**config.mk**
```make
export PLATFORM = sky130hd
export DESIGN_NAME = hazard_ctrl_flat
export DESIGN_NICKNAME = d
export VERILOG_FILES = /design/src/rtl/hazard_ctrl_if.sv /design/src/rtl/hazard_ctrl.sv /design/src/flat_wrapper.sv
export SDC_FILE = /design/constraint.sdc
export NUM_CORES = 1
export LEC_CHECK = 0
export CAP_MARGIN = 20
export CORE_MARGIN = 2
export CORE_UTILIZATION = 43
export CTS_CLUSTER_DIAMETER = 60
export DETAILED_ROUTE_END_ITERATION = 8
export PLACE_DENSITY = 0.81
export SLEW_MARGIN = 20
export SYNTH_ARGS = -nofsm -noshare
export SYNTH_HDL_FRONTEND = slang
export SYNTH_SLANG_ARGS = --single-unit
```
**constraint.sdc**
```tcl
create_clock -name clk -period 4.3 [get_ports clk]
set_input_delay 0.86 -clock clk [delete_from_list [all_inputs] [get_ports clk]]
set_output_delay 0.86 -clock clk [all_outputs]
set_load 0.1 [all_outputs]
```
**src/rtl/hazard_ctrl_if.sv**
```systemverilog
// Pipeline-to-hazard-controller bundle: ID/EX hazard inputs in, stall/flush controls and mul/div status out.
// Latency: none; this is a plain signal grouping.
// Backpressure: none; the stall/flush outputs themselves throttle the pipeline.
// Ports: master = pipeline side (drives id_*/ex_*/branch_taken), slave = hazard_ctrl.
// Optional macro HAZ_PERF_CNT_EN adds perf_stall_cycles and perf_flushes.
interface hazard_ctrl_if;
  logic [4:0] id_rs;
  logic [4:0] id_rt;
  logic       id_uses_rs;
  logic       id_uses_rt;
  logic       id_is_muldiv;
  logic       id_is_div;
  logic       id_reads_hilo;
  logic       ex_is_load;
  logic [4:0] ex_rt;
  logic       branch_taken;
  logic       pc_stall;
  logic       if_id_stall;
  logic       id_ex_bubble;
  logic       if_id_flush;
  logic       md_start;
  logic       md_busy;
  logic       md_done;
`ifdef HAZ_PERF_CNT_EN
  logic [31:0] perf_stall_cycles;
  logic [31:0] perf_flushes;
`endif

  modport master (
    output id_rs, id_rt, id_uses_rs, id_uses_rt, id_is_muldiv, id_is_div,
           id_reads_hilo, ex_is_load, ex_rt, branch_taken,
    input  pc_stall, if_id_stall, id_ex_bubble, if_id_flush, md_start,
           md_busy, md_done
`ifdef HAZ_PERF_CNT_EN
    , input perf_stall_cycles, perf_flushes
`endif
  );

  modport slave (
    input  id_rs, id_rt, id_uses_rs, id_uses_rt, id_is_muldiv, id_is_div,
           id_reads_hilo, ex_is_load, ex_rt, branch_taken,
    output pc_stall, if_id_stall, id_ex_bubble, if_id_flush, md_start,
           md_busy, md_done
`ifdef HAZ_PERF_CNT_EN
    , output perf_stall_cycles, perf_flushes
`endif
  );
endinterface

```
**src/rtl/hazard_ctrl.sv**
```systemverilog
// Stall/flush controller for the 5-stage MIPS pipeline: load-use and mul/div hazards, branch flush.
// Latency: stall/flush/md_start combinational same cycle; md_busy/md_done registered.
// Backpressure: asserts pc_stall/if_id_stall + ID/EX bubble; taken branch overrides stall with a flush.
// Ports: clk, rst (async active-high), bus (hazard_ctrl_if.slave).
// Optional macro HAZ_PERF_CNT_EN adds 32-bit stall-cycle and flush counters.
module hazard_ctrl #(
  parameter int MUL_LAT = 4,
  parameter int DIV_LAT = 32,
  parameter int CNT_W   = 6
) (
  input  logic          clk,
  input  logic          rst,
  hazard_ctrl_if.slave  bus
);

  typedef enum logic {IDLE = 1'b0, BUSY = 1'b1} state_t;

  localparam logic [CNT_W-1:0] MUL_INIT = CNT_W'(MUL_LAT - 1);
  localparam logic [CNT_W-1:0] DIV_INIT = CNT_W'(DIV_LAT - 1);

  state_t           state;
  logic [CNT_W-1:0] cnt;
  logic             md_busy_q;
  logic             md_done_q;

  logic load_use;
  logic md_hazard;
  logic stall;
  logic md_start;

  // ex_rt==0 is excluded: a load to $zero creates no real dependency.
  assign load_use = bus.ex_is_load & (bus.ex_rt != 5'd0) &
                    ((bus.id_uses_rs & (bus.id_rs == bus.ex_rt)) |
                     (bus.id_uses_rt & (bus.id_rt == bus.ex_rt)));

  assign md_hazard = md_busy_q & (bus.id_is_muldiv | bus.id_reads_hilo);
  assign stall     = load_use | md_hazard;

  // While busy, any muldiv in ID stalls, so md_start can only fire from IDLE.
  assign md_start = bus.id_is_muldiv & ~stall & ~bus.branch_taken & ~rst;

  // Combinational controls are forced low during reset.
  assign bus.pc_stall     = ~rst & stall & ~bus.branch_taken;
  assign bus.if_id_stall  = ~rst & stall & ~bus.branch_taken;
  assign bus.id_ex_bubble = ~rst & (stall | bus.branch_taken);
  assign bus.if_id_flush  = ~rst & bus.branch_taken;
  assign bus.md_start     = md_start;
  assign bus.md_busy      = md_busy_q;
  assign bus.md_done      = md_done_q;

  // cnt is loaded with LAT-1 and counts to zero, giving exactly LAT busy
  // cycles; md_done lands in the first non-busy cycle.
  always_ff @(posedge clk or posedge rst) begin
    if (rst) begin
      state     <= IDLE;
      cnt       <= '0;
      md_busy_q <= 1'b0;
      md_done_q <= 1'b0;
    end else begin
      md_done_q <= 1'b0;
      case (state)
        IDLE: begin
          if (md_start) begin
            state     <= BUSY;
            cnt       <= bus.id_is_div ? DIV_INIT : MUL_INIT;
            md_busy_q <= 1'b1;
          end
        end
        BUSY: begin
          if (cnt != '0) begin
            cnt <= cnt - 1'b1;
          end else begin
            state     <= IDLE;
            md_busy_q <= 1'b0;
            md_done_q <= 1'b1;
          end
        end
        default: begin
          state     <= IDLE;
          md_busy_q <= 1'b0;
        end
      endcase
    end
  end

`ifdef HAZ_PERF_CNT_EN
  logic [31:0] perf_stall_q;
  logic [31:0] perf_flush_q;

  always_ff @(posedge clk or posedge rst) begin
    if (rst) begin
      perf_stall_q <= '0;
      perf_flush_q <= '0;
    end else begin
      if (stall & ~bus.branch_taken) perf_stall_q <= perf_stall_q + 32'd1;
      if (bus.branch_taken)          perf_flush_q <= perf_flush_q + 32'd1;
    end
  end

  assign bus.perf_stall_cycles = perf_stall_q;
  assign bus.perf_flushes      = perf_flush_q;
`endif

endmodule

```
**src/flat_wrapper.sv**
```systemverilog
// flat-port wrapper written by rule: the top's interface ports become plain ports
module hazard_ctrl_flat 
#(
  parameter int MUL_LAT = 4,
  parameter int DIV_LAT = 32,
  parameter int CNT_W   = 6
)
  (clk, rst, bus_id_rs, bus_id_rt, bus_id_uses_rs, bus_id_uses_rt, bus_id_is_muldiv, bus_id_is_div, bus_id_reads_hilo, bus_ex_is_load, bus_ex_rt, bus_branch_taken, bus_pc_stall, bus_if_id_stall, bus_id_ex_bubble, bus_if_id_flush, bus_md_start, bus_md_busy, bus_md_done);
  hazard_ctrl_if bus_i ();
  input  logic clk;
  input  logic rst;
  input wire logic [$bits(bus_i.id_rs)-1:0] bus_id_rs;
  input wire logic [$bits(bus_i.id_rt)-1:0] bus_id_rt;
  input wire logic [$bits(bus_i.id_uses_rs)-1:0] bus_id_uses_rs;
  input wire logic [$bits(bus_i.id_uses_rt)-1:0] bus_id_uses_rt;
  input wire logic [$bits(bus_i.id_is_muldiv)-1:0] bus_id_is_muldiv;
  input wire logic [$bits(bus_i.id_is_div)-1:0] bus_id_is_div;
  input wire logic [$bits(bus_i.id_reads_hilo)-1:0] bus_id_reads_hilo;
  input wire logic [$bits(bus_i.ex_is_load)-1:0] bus_ex_is_load;
  input wire logic [$bits(bus_i.ex_rt)-1:0] bus_ex_rt;
  input wire logic [$bits(bus_i.branch_taken)-1:0] bus_branch_taken;
  output wire logic [$bits(bus_i.pc_stall)-1:0] bus_pc_stall;
  output wire logic [$bits(bus_i.if_id_stall)-1:0] bus_if_id_stall;
  output wire logic [$bits(bus_i.id_ex_bubble)-1:0] bus_id_ex_bubble;
  output wire logic [$bits(bus_i.if_id_flush)-1:0] bus_if_id_flush;
  output wire logic [$bits(bus_i.md_start)-1:0] bus_md_start;
  output wire logic [$bits(bus_i.md_busy)-1:0] bus_md_busy;
  output wire logic [$bits(bus_i.md_done)-1:0] bus_md_done;
  assign bus_i.id_rs = bus_id_rs;
  assign bus_i.id_rt = bus_id_rt;
  assign bus_i.id_uses_rs = bus_id_uses_rs;
  assign bus_i.id_uses_rt = bus_id_uses_rt;
  assign bus_i.id_is_muldiv = bus_id_is_muldiv;
  assign bus_i.id_is_div = bus_id_is_div;
  assign bus_i.id_reads_hilo = bus_id_reads_hilo;
  assign bus_i.ex_is_load = bus_ex_is_load;
  assign bus_i.ex_rt = bus_ex_rt;
  assign bus_i.branch_taken = bus_branch_taken;
  assign bus_pc_stall = bus_i.pc_stall;
  assign bus_if_id_stall = bus_i.if_id_stall;
  assign bus_id_ex_bubble = bus_i.id_ex_bubble;
  assign bus_if_id_flush = bus_i.if_id_flush;
  assign bus_md_start = bus_i.md_start;
  assign bus_md_busy = bus_i.md_busy;
  assign bus_md_done = bus_i.md_done;
  hazard_ctrl #(.MUL_LAT(MUL_LAT), .DIV_LAT(DIV_LAT), .CNT_W(CNT_W)) u_core (.clk(clk), .rst(rst), .bus(bus_i));
endmodule
```
Word level (Yosys, flattened, before mapping) --
Index checks and enable logic that the tools add are counted.
Storage, ports and cells: flip-flop bits (word level) 9, bits in latches 0, bits in writable memories 0, bits in read-only memories 0, input bits 24, output and inout port bits 7, word-level logic and storage cells 46, memories 0
Cells by class: add/subtract/negate cells 1, $mul 0, divide/modulo/power cells 0, magnitude comparators 0, eq/ne operators 5, shift-type cells 0, mux-type cells 12, bitwise gates (word level) 20, reduce and logical (&&, ||, !) cells 4
Operator list (number):
- $and 1x1->1 | 12
- $mux 6 | 2
- $pmux 6 s2 | 1
- $eq 5x5->1 | 2
- $mux 1 | 6
- $ne 2x2->1 const B | 3
- $reduce_bool 6->1 | 1
- $sub 6x1->6 const B | 1
- $mux 5 | 1
- $reduce_bool 5->1 | 1
- $not 1->1 | 4
- $or 1x1->1 | 4
- $pmux 1 s2 | 2
- $reduce_and 2->1 | 2

Longest topological paths before layout --
depth after elaboration 11, gate-level depth with buffers 7, depth with buffers taken out 7

Least setup slack after synthesis --
No wires, ideal clock.
kind input -> output, from in bus_ex_rt[1], to out bus_pc_stall, arrival 4270 ps, required time 3440 ps, path slack -830 ps, stages 6, buffers on the path 1, cell sequence xnor2_1 > nand4_1 > o22ai_1 > nand2_1 > a211oi_1 > buf_4
On the way: longest elaborated chain between the ends 7, elaborated cells on any way between the ends 11, classes of those cells eq/ne (2); bitwise (8); reduce/logical (1)
Ends and longest elaborated chain:
- start: declaration | line flat_wrapper.sv:20 | input wire logic [$bits(bus_i.ex_rt)-1:0] bus_ex_rt;
- $eq 5x5->1, on equally long branches | line hazard_ctrl.sv:33, hazard_ctrl.sv:34
- $and 1x1->1, on equally long branches | line hazard_ctrl.sv:33, hazard_ctrl.sv:34
- $or 1x1->1 | line hazard_ctrl.sv:33 | ((bus.id_uses_rs & (bus.id_rs == bus.ex_rt)) |
- $and 1x1->1 * | line hazard_ctrl.sv:32 | assign load_use = bus.ex_is_load & (bus.ex_rt != 5'd0) &
- $or 1x1->1 * | line hazard_ctrl.sv:37 | assign stall = load_use | md_hazard;
- $and 1x1->1 * (2 in series)
- end: declaration | line flat_wrapper.sv:22 | output wire logic [$bits(bus_i.pc_stall)-1:0] bus_pc_stall;
Mark *: on every way between the ends. The rest lies on a longest branch, timed or not.

Final worst setup path --
from in bus_ex_rt[4], to out bus_if_id_stall
On the way: longest elaborated chain between the ends 7, elaborated cells on any way between the ends 11, classes of those cells eq/ne (2); bitwise (8); reduce/logical (1)
Ends and longest elaborated chain:
- $eq 5x5->1, on equally long branches | line hazard_ctrl.sv:33, hazard_ctrl.sv:34
- $and 1x1->1, on equally long branches | line hazard_ctrl.sv:33, hazard_ctrl.sv:34
- $or 1x1->1 | line hazard_ctrl.sv:33
- $and 1x1->1 * | line hazard_ctrl.sv:32
- $or 1x1->1 * | line hazard_ctrl.sv:37
- $and 1x1->1 * (2 in series) | line hazard_ctrl.sv:44 | assign bus.if_id_stall = ~rst & stall & ~bus.branch_taken;
- end: declaration | line flat_wrapper.sv:23 | output wire logic [$bits(bus_i.if_id_stall)-1:0] bus_if_id_stall;
Marked as above.

==> run summary <==
Clock skew: 0.346 ps
Cts bufs inserted: 3
Root Driver: clkbuf_4
Status: finished clean
CP top delay family: buffers and inverters
IO buf count: 30
Tmin final: 3550 ps
Most frequent cells in the layout: clkdlybuf4s50_1, xnor2_1, nand2_1, dfrtp_1, inv_1
Clock transition at the registers of the reported paths: 60 ps
Unrepaired setup endpoints after global routing: no
Rows: 14
Post-Layout Inst Area: 1060 um2
WP depth: 7
Worst slew margin: 35.2%
Share of cells above drive strength 1: 12.4%
DPL Wire Length: 1350 um
P&R area growth vs syn: 53.3%
First DRT Iteration DRCs: 13
Leakage: 0.449 nW
DR WL/cell: 11.8 um
Worst-path fanout max: 3
CTS max path bufs: 2
Die Span Y: 44.1 um
Hold Crit Class: register to register
Finish-stage setup viols: 0
Nets: 140
Synthesized area: 692 um2
Total wire length: 1520 um
Cell variety after synth: 29
Setup Fix Bufs, Post-CTS: 0
Worst Path Buf+Inv: 2
Residual DRC: 0
Post-CTS sizing: 0
Post-Syn Instances: 80
First-pass GRT wire length: 2610 um
Worst-Margin Slew: 969 ps
Total GRT Usage: 17.7%
YS warnings: 0
Worst Slack Setup Final: 755 ps
WS Path Type: input port to output pin
Maximum resistive drop on vdd: 236 uV
Max Clock Freq: 0.282 GHz
Synth Area in Adders: 3.62%
CP Capture Type: output pin
Clock sink total: 9
GP Congestion: 0.842
Worst R2R Path Depth: 6
CTS tree: yes
N_diodes: 0
DRT Pass-1 Iters: 4
Core area: 1510 um2
GRT overflow: 0
Max incr delay on CP: 540 ps
Largest net degree at the start of global routing: 10
Die ar.: 1950 um2
Starting Density: 45.9%
Simple-Gate Fraction of Synth Area: 21.7%
Antenna Nets Post-Route: 0
Later-pin clock latency in the skew report: 250 ps
Seq/Total Area, Yosys: 32.5%
Design Power: 0.524 mW
Hold Slack: 585 ps
Worst hold stages: 1
Synth Area per Inst: 8.65 um2
# H-tree levels: 1
Crit path required time: 3440 ps
CP Launch Type: input port
Post-synthesis register bit count: 9
# IOs: 31
Count of final max-slew check failures: 0
Post-Synth XOR/XNOR Area: 12.7%
Die width: 44.1 um
Slowest CP cell: clkdlybuf4s50_1
TNS Setup: 0 ps
Fraction of the mapped netlist area in compound gates: 22.4%
Antenna violations before repair: 0
Mapped Nets: 106
Final Hold Vio Count: 0
Main combinational cell family by area after synthesis: compound AO/OA/AOI/OAI gates
Crit path cell chain: clkdlybuf4s50_1 -> xnor2_1 -> nand4_1 -> o22ai_1 -> nand2_1 -> a211oi_2 -> buf_12
Post-Place Cell Area: 1030 um2
Max-cap violations: 0
Post-cts hold buffer count: 0
Routed vias/inst: 5.37
Crit path DAT: 2690 ps
Commonest non-fill, non-tap cell in the layout: clkdlybuf4s50_1
Power Density: 494 nW/um2
Routed vias: 693
Setup WS pre-CTS: 749 ps
Final Cycle Share: 82.4%
Proportion of synthesized area in mux cells: 1.45%
Vias in the first global route: 667
-- path summary, 6_finish.rpt --
kind                                    start            endpoint  slack [ps]
min reg2reg                u_core.bus.md_busy  u_core.bus.md_busy         590
min                        u_core.bus.md_busy  u_core.bus.md_busy         590
max reg2reg                      u_core.state       u_core.cnt[2]        2570
min in group asynchronous                 rst       u_core.cnt[5]        1040
max                              bus_ex_rt[4]     bus_if_id_stall         750
max in group asynchronous                 rst       u_core.cnt[2]        3010
-- power by group --
part	switching (mW)	internal [mW]	total [mW]	leakage, nW
registers	0.0433	0.124	0.167	0.108
logic	0.171	0.123	0.295	0.326
clock network	0.0269	0.0356	0.0625	0.0150
-- state kept, by name, summed over array words and instances, names as in the netlist --
name and flops:
u_core.bus.md_busy 1, u_core.state 1, u_core.cnt 6, u_core.bus.md_done 1
-- layout make-up --
type,instances,area (um2)
inverter,8,31.3
timing repair buffer,30,325
tap,16,20.0
multi-input combinational,62,433
sequential,9,225
fill,137,445
clock buffer,4,26.3
-- worst register-to-register path, delay by kind of cell (launching register included) --
kind	cells	cell delay, ps
buffers and inverters	1	250
DFF	1	460
AOI/OAI and AO/OA	2	270
and+or+nand+nor	3	620
-- per-layer routing --
layer	global-route usage (%)	wire length, um
met3	2.45	94
met1	20.9	593
met2	33.5	819
met5	0	0
met4	3.64	15
-- cells in the mapped netlist --
cell type	number	area share (%)
a211oi_1	2	2.2
a21o_1	3	3.3
a21oi_1	1	0.72
a21oi_2	1	1.3
a2bb2oi_1	2	2.5
a311oi_2	1	2.2
a31oi_1	3	2.7
buf_4	1	1.1
clkinv_2	1	0.72
dfrtp_1	9	33
ha_1	2	3.6
inv_1	7	3.8
mux2i_1	1	1.4
nand2_1	9	4.9
nand3_1	2	1.4
nand4_1	2	1.8
nor2_1	6	3.3
nor3_1	4	2.9
nor3b_1	1	1.1
nor4_1	1	0.90
nor4b_4	1	3.4
o21a_1	1	1.1
o21ai_0	3	2.2
o21ai_2	1	1.3
o22a_1	1	1.3
o22ai_1	2	1.8
or3_1	1	0.90
or4_1	1	1.1
xnor2_1	10	13
-- stage by stage --
step,utilization (%),cells
final,70.4,129
after global routing,70.4,129
after CTS,70.4,129
after detailed placement,68.7,125
after global placement,68.7,125
after floorplan,-,80
-- kinds of logic (layout without fill, tap and decap cells) --
logic type | Yosys count | in the layout
adders and majority gates | 2 | 2
AOI/OAI and AO/OA | 21 | 21
buffers and inverters | 9 | 42
DFF | 9 | 9
muxes | 1 | 1
xor gates and xnor gates | 10 | 10
and+or+nand+nor | 28 | 28
Note: power is estimated with default switching activity, not from simulation.
